**src/rtl/mau_pkg.sv**
```systemverilog
// mau_pkg: shared definitions for the memory access unit.
//   MNONE/MREAD/MWRITE - mem_cmd encodings
//   mau_state_t        - control FSM states
package mau_pkg;

    localparam logic [1:0] MNONE  = 2'b00;
    localparam logic [1:0] MREAD  = 2'b01;
    localparam logic [1:0] MWRITE = 2'b10;

    typedef enum logic [2:0] {
        ST_RST,
        ST_FETCH,
        ST_EXEC,
        ST_DATA,
        ST_DRESP,
        ST_HALT
    } mau_state_t;

endpackage

```
**src/rtl/mau_if.sv**
```systemverilog
// mau_if: memory-side bus of the memory access unit.
//   mem_cmd   - 00 NONE, 01 READ, 10 WRITE (driven by the unit)
//   mem_addr  - access address              (driven by the unit)
//   mem_wdata - store data                  (driven by the unit)
//   mem_rdata - load/fetch data             (driven by memory)
//   mem_ready - access completes this cycle (driven by memory)
interface mau_if #(
    parameter int unsigned DATA_W = 16,
    parameter int unsigned ADDR_W = 9
);
    logic [1:0]        mem_cmd;
    logic [ADDR_W-1:0] mem_addr;
    logic [DATA_W-1:0] mem_wdata;
    logic [DATA_W-1:0] mem_rdata;
    logic              mem_ready;

    modport master (
        output mem_cmd,
        output mem_addr,
        output mem_wdata,
        input  mem_rdata,
        input  mem_ready
    );

    modport slave (
        input  mem_cmd,
        input  mem_addr,
        input  mem_wdata,
        output mem_rdata,
        output mem_ready
    );
endinterface

```
**src/rtl/mau_ld_reg.sv**
```systemverilog
// mau_ld_reg: W-bit register with load enable and synchronous reset.
//   clk, reset - clock, synchronous active-high reset (loads RST_VAL)
//   en         - load d on the rising edge
//   d, q       - data in / registered data out
module mau_ld_reg #(
    parameter int unsigned   W       = 8,
    parameter logic [W-1:0]  RST_VAL = '0
) (
    input  logic         clk,
    input  logic         reset,
    input  logic         en,
    input  logic [W-1:0] d,
    output logic [W-1:0] q
);

    always_ff @(posedge clk) begin
        if (reset) begin
            q <= RST_VAL;
        end else if (en) begin
            q <= d;
        end
    end

endmodule

```
**src/rtl/mem_access_unit.sv**
```systemverilog
// mem_access_unit: fetches instructions into an instruction register and
// performs single data loads/stores on behalf of the core, sharing one
// memory port.
//   clk, reset          - clock, synchronous active-high reset
//   instr, instr_valid  - instruction register, valid while executing
//   instr_ack, br_en,
//   br_target           - core done with instruction / optional branch
//   dreq_*              - data request (we, addr, wdata)
//   dresp_valid,
//   dresp_data          - one-cycle completion pulse / last load data
//   halt_req, halted    - enter / report the terminal HALT state
//   bus_err             - memory wait timeout (sticky until reset)
//   pc                  - current program counter
//   mem                 - memory bus (mau_if master)
// Optional feature: define MAU_TIMEOUT_EN to bound memory waits to
// TIMEOUT_CYC cycles; otherwise bus_err is 0 and waits are unbounded.
module mem_access_unit
    import mau_pkg::*;
#(
    parameter int unsigned       DATA_W      = 16,
    parameter int unsigned       ADDR_W      = 9,
    parameter logic [ADDR_W-1:0] RST_VEC     = '0,
    parameter int unsigned       TIMEOUT_CYC = 255
) (
    input  logic              clk,
    input  logic              reset,
    output logic [DATA_W-1:0] instr,
    output logic              instr_valid,
    input  logic              instr_ack,
    input  logic              br_en,
    input  logic [ADDR_W-1:0] br_target,
    input  logic              dreq_valid,
    input  logic              dreq_we,
    input  logic [ADDR_W-1:0] dreq_addr,
    input  logic [DATA_W-1:0] dreq_wdata,
    output logic              dresp_valid,
    output logic [DATA_W-1:0] dresp_data,
    input  logic              halt_req,
    output logic              halted,
    output logic              bus_err,
    output logic [ADDR_W-1:0] pc,
    mau_if.master             mem
);

    mau_state_t        state_q, state_d;

    logic              pc_en;
    logic [ADDR_W-1:0] pc_d;
    logic              ir_en;
    logic              req_en;
    logic              dresp_en;
    logic              we_q;
    logic [ADDR_W-1:0] daddr_q;
    logic [DATA_W-1:0] dwdata_q;

    // wait_cyc: in FETCH/DATA with memory not ready this cycle.
    // tmo_hit : this wait cycle is the last one allowed.
    logic              wait_cyc;
    logic              tmo_hit;

    always_ff @(posedge clk) begin
        if (reset) begin
            state_q <= ST_RST;
        end else begin
            state_q <= state_d;
        end
    end

    always_comb begin
        state_d       = state_q;
        pc_en         = 1'b0;
        pc_d          = pc + ADDR_W'(1);
        ir_en         = 1'b0;
        req_en        = 1'b0;
        dresp_en      = 1'b0;
        wait_cyc      = 1'b0;
        mem.mem_cmd   = MNONE;
        mem.mem_addr  = '0;
        mem.mem_wdata = '0;

        case (state_q)
            ST_RST: begin
                state_d = ST_FETCH;
            end
            ST_FETCH: begin
                mem.mem_cmd  = MREAD;
                mem.mem_addr = pc;
                if (mem.mem_ready) begin
                    ir_en   = 1'b1;
                    pc_en   = 1'b1;
                    state_d = ST_EXEC;
                end else begin
                    wait_cyc = 1'b1;
                    if (tmo_hit) begin
                        state_d = ST_HALT;
                    end
                end
            end
            ST_EXEC: begin
                // A data request pre-empts a same-cycle ack/branch; the
                // core re-issues the ack once the access completes.
                if (halt_req) begin
                    state_d = ST_HALT;
                end else if (dreq_valid) begin
                    req_en  = 1'b1;
                    state_d = ST_DATA;
                end else if (instr_ack) begin
                    if (br_en) begin
                        pc_en = 1'b1;
                        pc_d  = br_target;
                    end
                    state_d = ST_FETCH;
                end
            end
            ST_DATA: begin
                mem.mem_cmd   = we_q ? MWRITE : MREAD;
                mem.mem_addr  = daddr_q;
                mem.mem_wdata = dwdata_q;
                if (mem.mem_ready) begin
                    dresp_en = ~we_q;
                    state_d  = ST_DRESP;
                end else begin
                    wait_cyc = 1'b1;
                    if (tmo_hit) begin
                        state_d = ST_HALT;
                    end
                end
            end
            ST_DRESP: begin
                state_d = ST_EXEC;
            end
            ST_HALT: begin
                state_d = ST_HALT;
            end
            default: begin
                state_d = ST_RST;
            end
        endcase
    end

    assign instr_valid = (state_q == ST_EXEC);
    assign dresp_valid = (state_q == ST_DRESP);
    assign halted      = (state_q == ST_HALT);

    mau_ld_reg #(.W(ADDR_W), .RST_VAL(RST_VEC)) u_pc_reg (
        .clk(clk), .reset(reset), .en(pc_en), .d(pc_d), .q(pc)
    );

    mau_ld_reg #(.W(DATA_W), .RST_VAL('0)) u_ir_reg (
        .clk(clk), .reset(reset), .en(ir_en), .d(mem.mem_rdata), .q(instr)
    );

    mau_ld_reg #(.W(1), .RST_VAL('0)) u_we_reg (
        .clk(clk), .reset(reset), .en(req_en), .d(dreq_we), .q(we_q)
    );

    mau_ld_reg #(.W(ADDR_W), .RST_VAL('0)) u_daddr_reg (
        .clk(clk), .reset(reset), .en(req_en), .d(dreq_addr), .q(daddr_q)
    );

    mau_ld_reg #(.W(DATA_W), .RST_VAL('0)) u_dwdata_reg (
        .clk(clk), .reset(reset), .en(req_en), .d(dreq_wdata), .q(dwdata_q)
    );

    mau_ld_reg #(.W(DATA_W), .RST_VAL('0)) u_dresp_reg (
        .clk(clk), .reset(reset), .en(dresp_en), .d(mem.mem_rdata), .q(dresp_data)
    );

`ifdef MAU_TIMEOUT_EN
    localparam int unsigned TW = $clog2(TIMEOUT_CYC + 1);

    logic [TW-1:0] tmo_cnt;

    // Counts consecutive not-ready wait cycles; any other cycle clears it.
    always_ff @(posedge clk) begin
        if (reset) begin
            tmo_cnt <= '0;
        end else if (wait_cyc) begin
            tmo_cnt <= tmo_cnt + TW'(1);
        end else begin
            tmo_cnt <= '0;
        end
    end

    assign tmo_hit = (tmo_cnt == TW'(TIMEOUT_CYC - 1));

    always_ff @(posedge clk) begin
        if (reset) begin
            bus_err <= 1'b0;
        end else if (wait_cyc && tmo_hit) begin
            bus_err <= 1'b1;
        end
    end
`else
    logic tmo_unused;

    assign tmo_hit    = 1'b0;
    assign bus_err    = 1'b0;
    assign tmo_unused = wait_cyc ^ (|TIMEOUT_CYC);
`endif

endmodule

```
**src/flat_wrapper.sv**
```systemverilog
// flat-port wrapper written by rule: the top's interface ports become plain ports
module mem_access_unit_flat import mau_pkg::*;
#(
    parameter int unsigned       DATA_W      = 16,
    parameter int unsigned       ADDR_W      = 9,
    parameter logic [ADDR_W-1:0] RST_VEC     = '0,
    parameter int unsigned       TIMEOUT_CYC = 255
)
  (clk, reset, instr, instr_valid, instr_ack, br_en, br_target, dreq_valid, dreq_we, dreq_addr, dreq_wdata, dresp_valid, dresp_data, halt_req, halted, bus_err, pc, mem_mem_cmd, mem_mem_addr, mem_mem_wdata, mem_mem_rdata, mem_mem_ready);
  mau_if #(.DATA_W(DATA_W), .ADDR_W(ADDR_W)) mem_i ();
  input  logic clk;
  input  logic reset;
  output logic [DATA_W-1:0] instr;
  output logic instr_valid;
  input  logic instr_ack;
  input  logic br_en;
  input  logic [ADDR_W-1:0] br_target;
  input  logic dreq_valid;
  input  logic dreq_we;
  input  logic [ADDR_W-1:0] dreq_addr;
  input  logic [DATA_W-1:0] dreq_wdata;
  output logic dresp_valid;
  output logic [DATA_W-1:0] dresp_data;
  input  logic halt_req;
  output logic halted;
  output logic bus_err;
  output logic [ADDR_W-1:0] pc;
  output wire logic [$bits(mem_i.mem_cmd)-1:0] mem_mem_cmd;
  output wire logic [$bits(mem_i.mem_addr)-1:0] mem_mem_addr;
  output wire logic [$bits(mem_i.mem_wdata)-1:0] mem_mem_wdata;
  input wire logic [$bits(mem_i.mem_rdata)-1:0] mem_mem_rdata;
  input wire logic [$bits(mem_i.mem_ready)-1:0] mem_mem_ready;
  assign mem_mem_cmd = mem_i.mem_cmd;
  assign mem_mem_addr = mem_i.mem_addr;
  assign mem_mem_wdata = mem_i.mem_wdata;
  assign mem_i.mem_rdata = mem_mem_rdata;
  assign mem_i.mem_ready = mem_mem_ready;
  mem_access_unit #(.DATA_W(DATA_W), .ADDR_W(ADDR_W), .RST_VEC(RST_VEC), .TIMEOUT_CYC(TIMEOUT_CYC)) u_core (.clk(clk), .reset(reset), .instr(instr), .instr_valid(instr_valid), .instr_ack(instr_ack), .br_en(br_en), .br_target(br_target), .dreq_valid(dreq_valid), .dreq_we(dreq_we), .dreq_addr(dreq_addr), .dreq_wdata(dreq_wdata), .dresp_valid(dresp_valid), .dresp_data(dresp_data), .halt_req(halt_req), .halted(halted), .bus_err(bus_err), .pc(pc), .mem(mem_i));
endmodule
```
**config.mk**
```make
export PLATFORM = sky130hd
export DESIGN_NAME = mem_access_unit_flat
export DESIGN_NICKNAME = d
export VERILOG_FILES = /design/src/rtl/mau_pkg.sv /design/src/rtl/mau_if.sv /design/src/rtl/mau_ld_reg.sv /design/src/rtl/mem_access_unit.sv /design/src/flat_wrapper.sv
export SDC_FILE = /design/constraint.sdc
export NUM_CORES = 1
export LEC_CHECK = 0
export CAP_MARGIN = 30
export CORE_ASPECT_RATIO = 0.6
export CORE_MARGIN = 10
export CORE_UTILIZATION = 45
export DETAILED_ROUTE_END_ITERATION = 10
export PLACE_DENSITY = 0.85
export SYNTH_ARGS = -nofsm -noshare
export SYNTH_HDL_FRONTEND = slang
export SYNTH_SLANG_ARGS = --single-unit
export TNS_END_PERCENT = 100
```
**constraint.sdc**
```tcl
create_clock -name clk -period 2.9 [get_ports clk]
set_input_delay 0.58 -clock clk [delete_from_list [all_inputs] [get_ports clk]]
set_output_delay 0.58 -clock clk [all_outputs]
set_load 0.02 [all_outputs]
```
==> results of run 1 <==
metal layers:
metal,wire length [um],track usage,vias up
met4,40,0.0280,0
met3,939,0.0793,5
met1,4260,0.223,1353
met2,4180,0.261,108
met5,0,0,-
li1,-,-,1483
synthesized netlist by cell type, drive strengths merged, types with 2 or more instances:
| cell type | n |
|---|---|
| a211oi | 3 |
| a21oi | 52 |
| a31oi | 2 |
| and2 | 18 |
| and3b | 2 |
| buf | 9 |
| clkbuf | 18 |
| dfxtp | 70 |
| inv | 3 |
| mux2i | 25 |
| nand2 | 90 |
| nand3 | 2 |
| nand4b | 2 |
| nor2 | 36 |
| nor3 | 11 |
| nor3b | 3 |
| nor4 | 4 |
| o21ai | 4 |
| o221a | 2 |
| xnor2 | 2 |
state kept, by name (all words and copies together), names as in the netlist:
register and flops:
u_core.u_dresp_reg.q 16, u_core.u_dwdata_reg.q 16, u_core.u_ir_reg.q 16, u_core.u_daddr_reg.q 9, u_core.u_pc_reg.q 9, u_core.state_q 3, u_core.u_we_reg.q 1
worst paths after layout:
check,endpoint,cells past startpoint,from
worst min register to register,u_core.u_dwdata_reg.q[11],2,u_core.u_dwdata_reg.q[11]
worst min-delay path,u_core.u_dwdata_reg.q[11],2,u_core.u_dwdata_reg.q[11]
worst max-delay path,mem_mem_wdata[14],3,u_core.state_q[2]
worst max register to register,u_core.u_pc_reg.q[0],4,u_core.state_q[1]
kinds of logic after synthesis:
group / Yosys count / share of synthesized area
adder cells (fa/ha/maj): 1 / 0.00419
buffers and inverters: 30 / 0.0444
flip-flops: 70 / 0.469
XOR/XNOR: 2 / 0.00586
AND/OR/NAND/NOR: 176 / 0.273
multiplexers: 25 / 0.0838
AO/OA/AOI/OAI: 65 / 0.119
other: 1 / 0.00126
power groups by stage:
stage	registers [uW]	logic [uW]	clock network, uW
2_1_floorplan	1050	131	0
3_3_place_gp	1030	320	0
6_report	1010	323	774
4_1_cts	1010	325	794
3_5_place_dp	1030	324	0
5_1_grt	1010	353	835
worst max-delay path: cells and delay by family (launching register included):
family                 cells  cell delay (ns)
and+or+nand+nor            2             0.80
buffers and inverters      1             0.61
DFF                        1             0.41
cell type report:
cell class                 count  area, um2  area share
timing repair buffer         138       1350       0.299
sequential                    70       1400       0.310
multi-input combinational    270       1450       0.322
tap                           84        105      0.0233
clock buffer                  10        138      0.0305
inverter                       3       11.3     0.00249
clock inverter                 5       58.8      0.0130
metrics by stage:
stage / power, uW / hold slack [ns] / instance area [um2] / util
3_3_place_gp: 1350 / 0.437 / 4320 / 0.689
5_1_grt: 2200 / 0.465 / 4520 / 0.720
4_1_cts: 2130 / 0.453 / 4520 / 0.720
3_5_place_dp: 1360 / 0.443 / 4320 / 0.689
2_1_floorplan: 1180 / 0.432 / 2990 / -
6_report: 2110 / 0.452 / 4520 / 0.720
==> insert_results.sql, run 1 <==
INSERT INTO impl_metrics (metric_group, metric, value, unit) VALUES
('run_status', 'outcome', 'complete, no violations', ''),
('clocking', 'cts_made_buffers', '9', ''),
('power_and_ir_drop', 'power_per_cell_area', '466', 'mW/mm2'),
('clocking', 'cts-hold-fix-buffers', '0', ''),
('synthesis', 'synth_edf_count', '0', ''),
('synthesis', 'synthDominantCellAreaShare', '0.469', ''),
('timing', 'final_max_slew_viol_count', '0', ''),
('floorplanning', 'top_level_port_count', '130', ''),
('worst_setup_path', 'critical_path_class', 'flip-flop to output port', ''),
('global_routing', 'grt_max_degree', '27', ''),
('placed_design', 'placement.setup.worst_slack', '0.396', 'ns'),
('timing', 'period_needed', '2.73', 'ns'),
('worst_setup_path', 'cp_slowest_cell', 'sky130_fd_sc_hd__clkdlybuf4s50_1', ''),
('timing', 'total_negative_slack_for_setup_checks', '0', 'ns'),
('worst_setup_path', 'timing.critical_path.cells', 'and3b_1 > and2_1 > clkdlybuf4s50_1', ''),
('power_and_ir_drop', 'power.switching_fraction', '0.255', ''),
('floorplanning', 'fp.dieH', '83.1', 'um'),
('placed_design', 'placement.io_buffers', '128', ''),
('global_routing', 'grt.total_usage', '0.173', ''),
('placed_design', 'dp.final_hpwl', '7210', 'um'),
('placed_design', 'routability_congestion', '0.852', ''),
('synthesis', 'synth.yosys.warnings', '0', ''),
('worst_setup_path', 'worstPathMaxFanout', '18', ''),
('timing', 'fin_ws', '0.168', 'ns'),
('timing', 'worstMarginPinSlew', '0.522', 'ns'),
('synthesis', 'synthesis.area_per_instance', '8.08', 'um2'),
('finish', 'diodes', '0', ''),
('flow_run', 'cap_viol_max_count', '0', ''),
('global_routing', 'gr-total-overflow', '0', ''),
('power_and_ir_drop', 'power.switching', '538', 'uW'),
('power_and_ir_drop', 'power.ir.vdd_worst', '0.339', 'mV'),
('floorplanning', 'initial_utilization', '0.476', ''),
('detailed_routing', 'num_vias', '2949', ''),
('worst_setup_path', 'worst_ep_arrival_time', '2.15', 'ns'),
('timing', 'finalSetupViolations', '0', ''),
('clocking', 'clock_sink_count', '70', ''),
('detailed_routing', 'first_iter_violations', '253', ''),
('power_and_ir_drop', 'internal_power', '1570', 'uW'),
('placed_design', 'placed_cells_incl_taps', '565', ''),
('clocking', 'htree_levels', '3', ''),
('synthesis', 'seq_area_frac_synth', '0.469', ''),
('timing', 'hold_viol_final', '0', ''),
('clocking', 'cts_resized', '0', ''),
('worst_setup_path', 'setup.worst_path.end_class', 'output port', ''),
('detailed_routing', 'drt-wirelength-per-cell', '16.3', 'um'),
('synthesis', 'synth_top_area_cell', 'sky130_fd_sc_hd__dfxtp_1', ''),
('worst_setup_path', 'cpPeakStageDelay', '0.61', 'ns'),
('finish', 'syn2layout_area_growth', '51.3', '%'),
('timing', 'max_freq', '0.366', 'GHz'),
('global_routing', 'grt_pass1_wl', '15300', 'um'),
('detailed_routing', 'final_antenna_net_count', '0', ''),
('power_and_ir_drop', 'comb_power_share', '0.153', ''),
('finish', 'final-instance-count-excl-fill', '580', ''),
('detailed_routing', 'avgViaCountPerCell', '5.08', ''),
('synthesis', 'synth-async-reset-ratio', '0', ''),
('global_routing', 'via_count_of_the_first_global_routing_pass', '2859', ''),
('power_and_ir_drop', 'leakage', '0.00155', 'uW'),
('detailed_routing', 'route.final.wire_length', '9430', 'um'),
('finish', 'layout.cells.most_common_list', 'sky130_fd_sc_hd__clkdlybuf4s50_1 (127), sky130_fd_sc_hd__nand2_1 (89), sky130_fd_sc_hd__dfxtp_1 (70), sky130_fd_sc_hd__a21oi_1 (52), sky130_fd_sc_hd__nor2_1 (36)', ''),
('floorplanning', 'die_x', '125', 'um'),
('floorplanning', 'core_region_area', '0.00628', 'mm2'),
('clocking', 'tritoncts_clock_tree', 'done', ''),
('timing', 'finalCritPeriodShare', '0.942', ''),
('detailed_routing', 'remaining_drc_errors', '0', ''),
('timing', 'setup_repair_after_global_routing_missed_its_margin', 'no', ''),
('clocking', 'ctsRootBufferMaster', 'sky130_fd_sc_hd__clkbuf_8', ''),
('clocking', 'clk_transition_reported_paths', '0.07', 'ns'),
('worst_setup_path', 'startpoint_type', 'flip-flop', ''),
('timing', 'max_slew_headroom', '0.650', ''),
('synthesis', 'ys_seq_elements', '70', ''),
('detailed_routing', 'drtPass1Iterations', '4', '');
No activity file was read; power rests on OpenSTA's default activity.
==> run 2, diff against run 1 <==
--- a/config.mk
+++ b/config.mk
@@ -7,9 +7,10 @@
 export LEC_CHECK = 0
 export CAP_MARGIN = 30
 export CORE_ASPECT_RATIO = 0.6
-export CORE_MARGIN = 10
+export CORE_MARGIN = 3
 export CORE_UTILIZATION = 45
 export DETAILED_ROUTE_END_ITERATION = 10
+export GPL_ROUTABILITY_DRIVEN = 0
 export PLACE_DENSITY = 0.85
 export SYNTH_ARGS = -nofsm -noshare
 export SYNTH_HDL_FRONTEND = slang
==> insert_results.sql, run 2 (synthesis gave the netlist of run 1 again) <==
INSERT INTO impl_metrics (metric_group, metric, value, unit) VALUES
('run_status', 'outcome', 'complete, no violations', ''),
('clocking', 'ctsRootBufferMaster', 'sky130_fd_sc_hd__clkbuf_8', ''),
('clocking', 'worstSkewPairLatency', '0.34', 'ns'),
('global_routing', 'number_of_antenna_violations_at_the_first_check_in_global_routing', '0', ''),
('floorplanning', 'core.rowCount', '22', ''),
('power_and_ir_drop', 'leakage', '0.00156', 'uW'),
('global_routing', 'gr-total-overflow', '0', ''),
('timing', 'max_freq', '0.374', 'GHz'),
('clocking', 'clk_transition_reported_paths', '0.07', 'ns'),
('finish', 'layout.cells.most_common', 'sky130_fd_sc_hd__clkdlybuf4s50_1', ''),
('worst_setup_path', 'rrSetupSlack', '0.82', 'ns'),
('placed_design', 'dp.final_hpwl', '6480', 'um'),
('power_and_ir_drop', 'power_per_cell_area', '485', 'mW/mm2'),
('placed_design', 'placedInstanceArea', '0.00432', 'mm2'),
('timing', 'hold_viol_final', '0', ''),
('worst_setup_path', 'rr_worst_depth', '4', ''),
('clocking', 'cts-hold-fix-buffers', '0', ''),
('timing', 'period_needed', '2.67', 'ns'),
('floorplanning', 'design.die.area', '0.00769', 'mm2'),
('global_routing', 'via_count_of_the_first_global_routing_pass', '2873', ''),
('detailed_routing', 'route.final.wire_length', '8860', 'um'),
('floorplanning', 'die_x', '111', 'um'),
('min_path', 'hp-start', 'u_core.u_dwdata_reg.q[8]', ''),
('global_routing', 'grt_pass1_wl', '14200', 'um'),
('floorplanning', 'initial_utilization', '0.476', ''),
('flow_run', 'cap_viol_max_count', '0', ''),
('detailed_routing', 'final_antenna_net_count', '0', ''),
('timing', 'finalSetupViolations', '0', ''),
('worst_setup_path', 'regToRegStartpoint', 'u_core.state_q[1]', ''),
('min_path', 'worstHoldEndpoint', 'u_core.u_dwdata_reg.q[8]', ''),
('min_path', 'min-delay-path-class', 'flip-flop to flip-flop', ''),
('clocking', 'tritoncts_clock_tree', 'done', ''),
('clocking', 'cts_made_buffers', '9', ''),
('floorplanning', 'top_level_port_count', '130', ''),
('floorplanning', 'fp.dieH', '69.1', 'um'),
('placed_design', 'placement.io_buffers', '128', ''),
('clocking', 'clock_sink_count', '70', ''),
('finish', 'fillCellCount', '500', ''),
('timing', 'finalHoldWorstSlack', '0.451', 'ns'),
('detailed_routing', 'num_vias', '3034', ''),
('worst_setup_path', 'critical_path_class', 'flip-flop to output port', ''),
('finish', 'layout.cells.most_common_list', 'sky130_fd_sc_hd__clkdlybuf4s50_1 (127), sky130_fd_sc_hd__nand2_1 (89), sky130_fd_sc_hd__dfxtp_1 (70), sky130_fd_sc_hd__a21oi_1 (52), sky130_fd_sc_hd__nor2_1 (36)', ''),
('detailed_routing', 'drtPass1Iterations', '4', ''),
('finish', 'finish.net_count', '551', ''),
('clocking', 'post-cts-setup-buffer-count', '0', ''),
('clocking', 'cts_resized', '0', ''),
('global_routing', 'grt_max_degree', '27', ''),
('timing', 'timing.clock.skew', '0.00537', 'ns'),
('detailed_routing', 'drt-wirelength-per-cell', '15.3', 'um'),
('clocking', 'clock_tree.buffer_depth', '2', ''),
('placed_design', 'placed_cells_incl_taps', '565', ''),
('timing', 'setup_repair_after_global_routing_missed_its_margin', 'no', ''),
('floorplanning', 'core_region_area', '0.00628', 'mm2'),
('worst_setup_path', 'startpoint_type', 'flip-flop', ''),
('worst_setup_path', 'worst-endpoint-required', '2.32', 'ns'),
('worst_setup_path', 'r2r-end', 'u_core.u_pc_reg.q[1]', ''),
('power_and_ir_drop', 'p_total', '2200', 'uW'),
('global_routing', 'grt.total_usage', '0.225', ''),
('finish', 'final-instance-count-excl-fill', '580', ''),
('min_path', 'hold-path-cell-count', '2', ''),
('worst_setup_path', 'crit_path_start', 'u_core.state_q[2]', ''),
('finish', 'fin_area', '0.00455', 'mm2'),
('timing', 'total_negative_slack_for_setup_checks', '0', 'ns'),
('clocking', 'htree_levels', '3', ''),
('power_and_ir_drop', 'power.ir.vdd_worst', '0.303', 'mV'),
('finish', 'diodes', '0', ''),
('worst_setup_path', 'worstPathMaxFanout', '10', ''),
('finish', 'syn2layout_area_growth', '52.1', '%'),
('detailed_routing', 'avgViaCountPerCell', '5.23', ''),
('detailed_routing', 'remaining_drc_errors', '0', ''),
('worst_setup_path', 'setup.worst_path.end_class', 'output port', ''),
('worst_setup_path', 'worst_ep_arrival_time', '2.09', 'ns'),
('finish', 'drive_gt1_frac', '0.0645', ''),
('timing', 'final_max_slew_viol_count', '0', ''),
('finish', 'biggestRegsByFlops', 'u_core.u_dresp_reg.q (16), u_core.u_dwdata_reg.q (16), u_core.u_ir_reg.q (16)', ''),
('detailed_routing', 'first_iter_violations', '191', ''),
('timing', 'finalCritPeriodShare', '0.921', '');
run 2: cell count changes in the layout (fill, tap and decap cells not counted):
cell,change
sky130_fd_sc_hd__inv_6,-1
sky130_fd_sc_hd__bufinv_16,+1
sky130_fd_sc_hd__clkinv_2,-1
sky130_fd_sc_hd__and3b_2,+1
sky130_fd_sc_hd__and3b_1,-1
sky130_fd_sc_hd__clkinv_4,+1
run 2: stage by stage:
step / util / setup slack [ns]
finish: 0.724 / 0.228
global route: 0.724 / 0.121
CTS: 0.724 / 0.146
detailed placement: 0.689 / 0.356
global placement: 0.689 / 0.414
floorplan: - / 0.669
run 2: cell type report:
| class | count | area, um2 | area share |
|---|---|---|---|
| multi-input cells | 270 | 1460 | 0.320 |
| flip-flops and latches | 70 | 1400 | 0.308 |
| repair buffers | 138 | 1350 | 0.297 |
| clock buffers | 10 | 138 | 0.0303 |
| well taps | 84 | 105 | 0.0231 |
| clock inverters | 5 | 83.8 | 0.0184 |
| inverters | 3 | 11.3 | 0.00248 |
run 2: worst max-delay path by stage:
| stage | end | slack, ns | cells after the start |
|---|---|---|---|
| 3_5_place_dp | u_core.u_pc_reg.q[0] | 0.36 | 4 |
| 2_1_floorplan | instr_valid | 0.67 | 3 |
| 4_1_cts | mem_mem_cmd[1] | 0.15 | 3 |
| 6_report | mem_mem_addr[1] | 0.23 | 4 |
| 3_3_place_gp | u_core.u_pc_reg.q[1] | 0.41 | 4 |
| 5_1_grt | mem_mem_addr[1] | 0.12 | 4 |
run 2: layer usage:
layer / vias to the layer above / share of wire / track usage
met5: - / 0 / 0
met4: 0 / 0.0069 / 0.0513
met3: 6 / 0.084 / 0.0763
met2: 127 / 0.45 / 0.349
met1: 1419 / 0.45 / 0.305
li1: 1482 / - / -
run 2: worst max-delay path, stage by stage (launching register included):
cell	delay, ns
sky130_fd_sc_hd__dfxtp_1	0.42
sky130_fd_sc_hd__inv_1	0.17
sky130_fd_sc_hd__nand2_1	0.27
sky130_fd_sc_hd__nor2_1	0.25
sky130_fd_sc_hd__clkdlybuf4s50_1	0.64
run 2: power breakdown:
part | leakage (uW) | switching, uW | internal (uW)
Combinational | 0.000887 | 161 | 163
Clock | 0.000105 | 364 | 504
Sequential | 0.000567 | 21.7 | 990
Total | 0.00156 | 546 | 1660
==> run 3, diff against run 2 <==
--- a/config.mk
+++ b/config.mk
@@ -5,13 +5,14 @@
 export SDC_FILE = /design/constraint.sdc
 export NUM_CORES = 1
 export LEC_CHECK = 0
+export ABC_AREA = 1
 export CAP_MARGIN = 30
 export CORE_ASPECT_RATIO = 0.6
 export CORE_MARGIN = 3
-export CORE_UTILIZATION = 45
+export CORE_UTILIZATION = 46
 export DETAILED_ROUTE_END_ITERATION = 10
 export GPL_ROUTABILITY_DRIVEN = 0
-export PLACE_DENSITY = 0.85
+export PLACE_DENSITY = 0.86
 export SYNTH_ARGS = -nofsm -noshare
 export SYNTH_HDL_FRONTEND = slang
 export SYNTH_SLANG_ARGS = --single-unit
==> insert_results.sql, run 3 <==
INSERT INTO impl_metrics (metric_group, metric, value, unit) VALUES
('run_status', 'outcome', 'complete, no violations', ''),
('floorplanning', 'initial_utilization', '0.489', ''),
('finish', 'diodes', '0', ''),
('detailed_routing', 'remaining_drc_errors', '0', ''),
('floorplanning', 'die_x', '112', 'um'),
('clocking', 'cts-hold-fix-buffers', '0', ''),
('worst_setup_path', 'crit_path_start', 'u_core.state_q[0]', ''),
('synthesis', 'synth.yosys.warnings', '0', ''),
('floorplanning', 'design.die.area', '0.00775', 'mm2'),
('placed_design', 'placed_cells_incl_taps', '623', ''),
('global_routing', 'gr-total-overflow', '0', ''),
('detailed_routing', 'final_antenna_net_count', '0', ''),
('global_routing', 'number_of_antenna_violations_at_the_first_check_in_global_routing', '0', ''),
('synthesis', 'muxShareOfSynthArea', '0', ''),
('worst_setup_path', 'worstPathMaxFanout', '19', ''),
('clocking', 'cts_made_buffers', '9', ''),
('timing', 'final_max_slew_viol_count', '0', ''),
('clocking', 'tritoncts_clock_tree', 'done', ''),
('power_and_ir_drop', 'leakage', '0.00183', 'uW'),
('worst_setup_path', 'critical_path_class', 'flip-flop to output port', ''),
('global_routing', 'grt_max_degree', '46', ''),
('timing', 'worstMarginPinSlew', '0.620', 'ns'),
('clocking', 'clk_transition_reported_paths', '0.07', 'ns'),
('timing', 'finalCritPeriodShare', '0.937', ''),
('synthesis', 'netlist_instances', '428', ''),
('detailed_routing', 'first_iter_violations', '200', ''),
('synthesis', 'post_synth_instance_area', '0.00308', 'mm2'),
('finish', 'biggestRegsByFlops', 'u_core.u_dresp_reg.q (16), u_core.u_dwdata_reg.q (16), u_core.u_ir_reg.q (16)', ''),
('synthesis', 'synthSimpleGateAreaFrac', '0.274', ''),
('synthesis', 'compound_gate_fraction_of_synth_area', '0.159', ''),
('power_and_ir_drop', 'power.ir.vdd_worst', '0.325', 'mV'),
('finish', 'drive_gt1_frac', '0.0685', ''),
('clocking', 'htree_levels', '3', ''),
('min_path', 'min-delay-path-class', 'flip-flop to flip-flop', ''),
('global_routing', 'grt_pass1_wl', '14700', 'um'),
('worst_setup_path', 'startpoint_type', 'flip-flop', ''),
('detailed_routing', 'route.final.wire_length', '9170', 'um'),
('synthesis', 'synth_edf_count', '0', ''),
('timing', 'max_freq', '0.368', 'GHz'),
('synthesis', 'yosys-top-cells-count', 'sky130_fd_sc_hd__nor2_1 (111), sky130_fd_sc_hd__dfxtp_1 (70), sky130_fd_sc_hd__o21ai_0 (62), sky130_fd_sc_hd__inv_1 (41), sky130_fd_sc_hd__nand2_1 (35)', ''),
('synthesis', 'ys_seq_elements', '70', ''),
('detailed_routing', 'drt-wirelength-per-cell', '14.4', 'um'),
('floorplanning', 'core.rowCount', '22', ''),
('synthesis', 'synth-main-ff-cell', 'sky130_fd_sc_hd__dfxtp_1', ''),
('finish', 'layout.cells.most_common', 'sky130_fd_sc_hd__clkdlybuf4s50_1', ''),
('synthesis', 'unique_cell_type_count_in_the_yosys_netlist', '33', ''),
('flow_run', 'cap_viol_max_count', '0', ''),
('synthesis', 'synth_adder_area_share', '0.00406', ''),
('synthesis', 'synth_top_area_cell', 'sky130_fd_sc_hd__dfxtp_1', ''),
('finish', 'final-instance-count-excl-fill', '639', ''),
('synthesis', 'synthDominantCellAreaShare', '0.455', ''),
('synthesis', 'synth-async-reset-ratio', '0', ''),
('placed_design', 'placement.io_buffers', '128', ''),
('timing', 'setup_repair_after_global_routing_missed_its_margin', 'no', ''),
('floorplanning', 'fp.dieH', '69.4', 'um'),
('clocking', 'post-cts-setup-buffer-count', '0', ''),
('synthesis', 'most_instantiated_library_cell_after_synthesis', 'sky130_fd_sc_hd__nor2_1', ''),
('timing', 'hold_viol_final', '0', ''),
('floorplanning', 'top_level_port_count', '130', ''),
('worst_setup_path', 'setup.worst_path.end_class', 'output port', ''),
('synthesis', 'largest_family_of_logic_cells_by_synthesized_area', 'simple AND/OR/NAND/NOR gates', ''),
('clocking', 'clock_sink_count', '70', ''),
('finish', 'layout.cells.most_common_list', 'sky130_fd_sc_hd__clkdlybuf4s50_1 (128), sky130_fd_sc_hd__nor2_1 (111), sky130_fd_sc_hd__dfxtp_1 (70), sky130_fd_sc_hd__o21ai_0 (62), sky130_fd_sc_hd__inv_1 (41)', ''),
('finish', 'fin_area', '0.00465', 'mm2'),
('timing', 'timing.clock.skew', '0.00524', 'ns'),
('timing', 'max_slew_headroom', '0.586', ''),
('min_path', 'hp-start', 'u_core.u_dwdata_reg.q[13]', ''),
('detailed_routing', 'drtPass1Iterations', '6', ''),
('worst_setup_path', 'worst_ep_arrival_time', '2.14', 'ns'),
('clocking', 'clock_tree.buffer_depth', '2', ''),
('placed_design', 'placedInstanceArea', '0.00438', 'mm2'),
('synthesis', 'synthesized_net_count', '487', ''),
('clocking', 'cts_resized', '0', ''),
('timing', 'total_negative_slack_for_setup_checks', '0', 'ns'),
('finish', 'postLayoutCoreUtil', '0.737', ''),
('detailed_routing', 'avgViaCountPerCell', '5.13', ''),
('synthesis', 'seq_area_frac_synth', '0.455', ''),
('synthesis', 'yosys-top-cells-area', 'sky130_fd_sc_hd__dfxtp_1 (45%), sky130_fd_sc_hd__nor2_1 (14%), sky130_fd_sc_hd__o21ai_0 (10%), sky130_fd_sc_hd__nand3_1 (5.4%), sky130_fd_sc_hd__inv_1 (5.0%)', ''),
('placed_design', 'dp.final_hpwl', '6640', 'um'),
('detailed_routing', 'num_vias', '3279', ''),
('timing', 'finalSetupViolations', '0', ''),
('finish', 'syn2layout_area_growth', '50.8', '%'),
('timing', 'period_needed', '2.72', 'ns'),
('power_and_ir_drop', 'power_per_cell_area', '544', 'mW/mm2'),
('finish', 'fillCellCount', '500', ''),
('worst_setup_path', 'worst-endpoint-required', '2.32', 'ns'),
('global_routing', 'grt.total_usage', '0.233', ''),
('synthesis', 'synth_xor_area_frac', '0.00568', ''),
('clocking', 'ctsRootBufferMaster', 'sky130_fd_sc_hd__clkbuf_8', ''),
('clocking', 'worstSkewPairLatency', '0.35', 'ns'),
('worst_setup_path', 'regToRegStartpoint', 'u_core.state_q[2]', ''),
('finish', 'finish.net_count', '609', ''),
('synthesis', 'synthesis.area_per_instance', '7.20', 'um2'),
('global_routing', 'via_count_of_the_first_global_routing_pass', '3102', ''),
('floorplanning', 'core_region_area', '0.00630', 'mm2');
-- run 3: changes by cell type after synthesis, sizes merged, moves of 25 or more --
cell   before  now
nand3       2   36
mux2i      25    0
inv         3   46
a21oi      52   23
nor2       36  114
nand2      90   38
o21ai       4   68
-- run 3: path summary, 6_finish.rpt --
path                            slack (ns)                        end  cells past startpoint
worst max-delay path                  0.18            mem_mem_addr[7]                      5
worst min-delay path                  0.46  u_core.u_dwdata_reg.q[13]                      2
worst max register to register        0.98   u_core.u_dwdata_reg.q[4]                      8
worst min register to register        0.46  u_core.u_dwdata_reg.q[13]                      2
-- run 3: layer usage --
layer  share of wire  GRT usage  routed length, um  up-vias
li1                -          -                  -     1609
met1            0.43      0.297               3970     1495
met2            0.45      0.367               4120      165
met3            0.11      0.103               1010       10
met4          0.0080     0.0513                 73        0
met5               0          0                  0        -
-- run 3: cell type report --
| class | count | area [um2] | area share |
|---|---|---|---|
| multi-input cells | 291 | 1370 | 0.295 |
| clock buffers | 10 | 138 | 0.0296 |
| clock inverters | 6 | 133 | 0.0285 |
| flip-flops and latches | 70 | 1400 | 0.302 |
| well taps | 84 | 105 | 0.0226 |
| inverters | 46 | 178 | 0.0382 |
| repair buffers | 132 | 1320 | 0.285 |
-- run 3: metrics by stage --
stage | hold WS [ns] | setup slack [ns] | power [uW]
after global placement | 0.441 | 0.646 | 1480
after detailed placement | 0.449 | 0.573 | 1500
final | 0.462 | 0.182 | 2530
after CTS | 0.460 | 0.168 | 2540
after floorplan | 0.430 | 1.01 | 1290
after global routing | 0.488 | 0.0406 | 2630
-- run 3: report_power, final --
group | total [uW] | internal (uW) | switching (uW) | leakage, uW
clock | 1050 | 680 | 370 | 0.000132
sequential | 1050 | 1010 | 35.7 | 0.000568
combinational | 428 | 196 | 231 | 0.00113
-- run 3: worst max-delay path: stages (launching register included) --
cell                              delay [ns]
sky130_fd_sc_hd__dfxtp_1                0.51
sky130_fd_sc_hd__nand2_4                0.12
sky130_fd_sc_hd__nor2_8                 0.18
sky130_fd_sc_hd__inv_2                  0.17
sky130_fd_sc_hd__o22ai_1                0.17
sky130_fd_sc_hd__clkdlybuf4s50_1        0.63
-- run 3: cells by family (layout without fill, tap and decap cells) --
logic type,count (synthesis),in the layout
adder cells (fa/ha/maj),1,1
flip-flops,70,70
other,1,1
buffers and inverters,67,194
AND/OR/NAND/NOR,192,192
AO/OA/AOI/OAI,95,95
XOR/XNOR,2,2
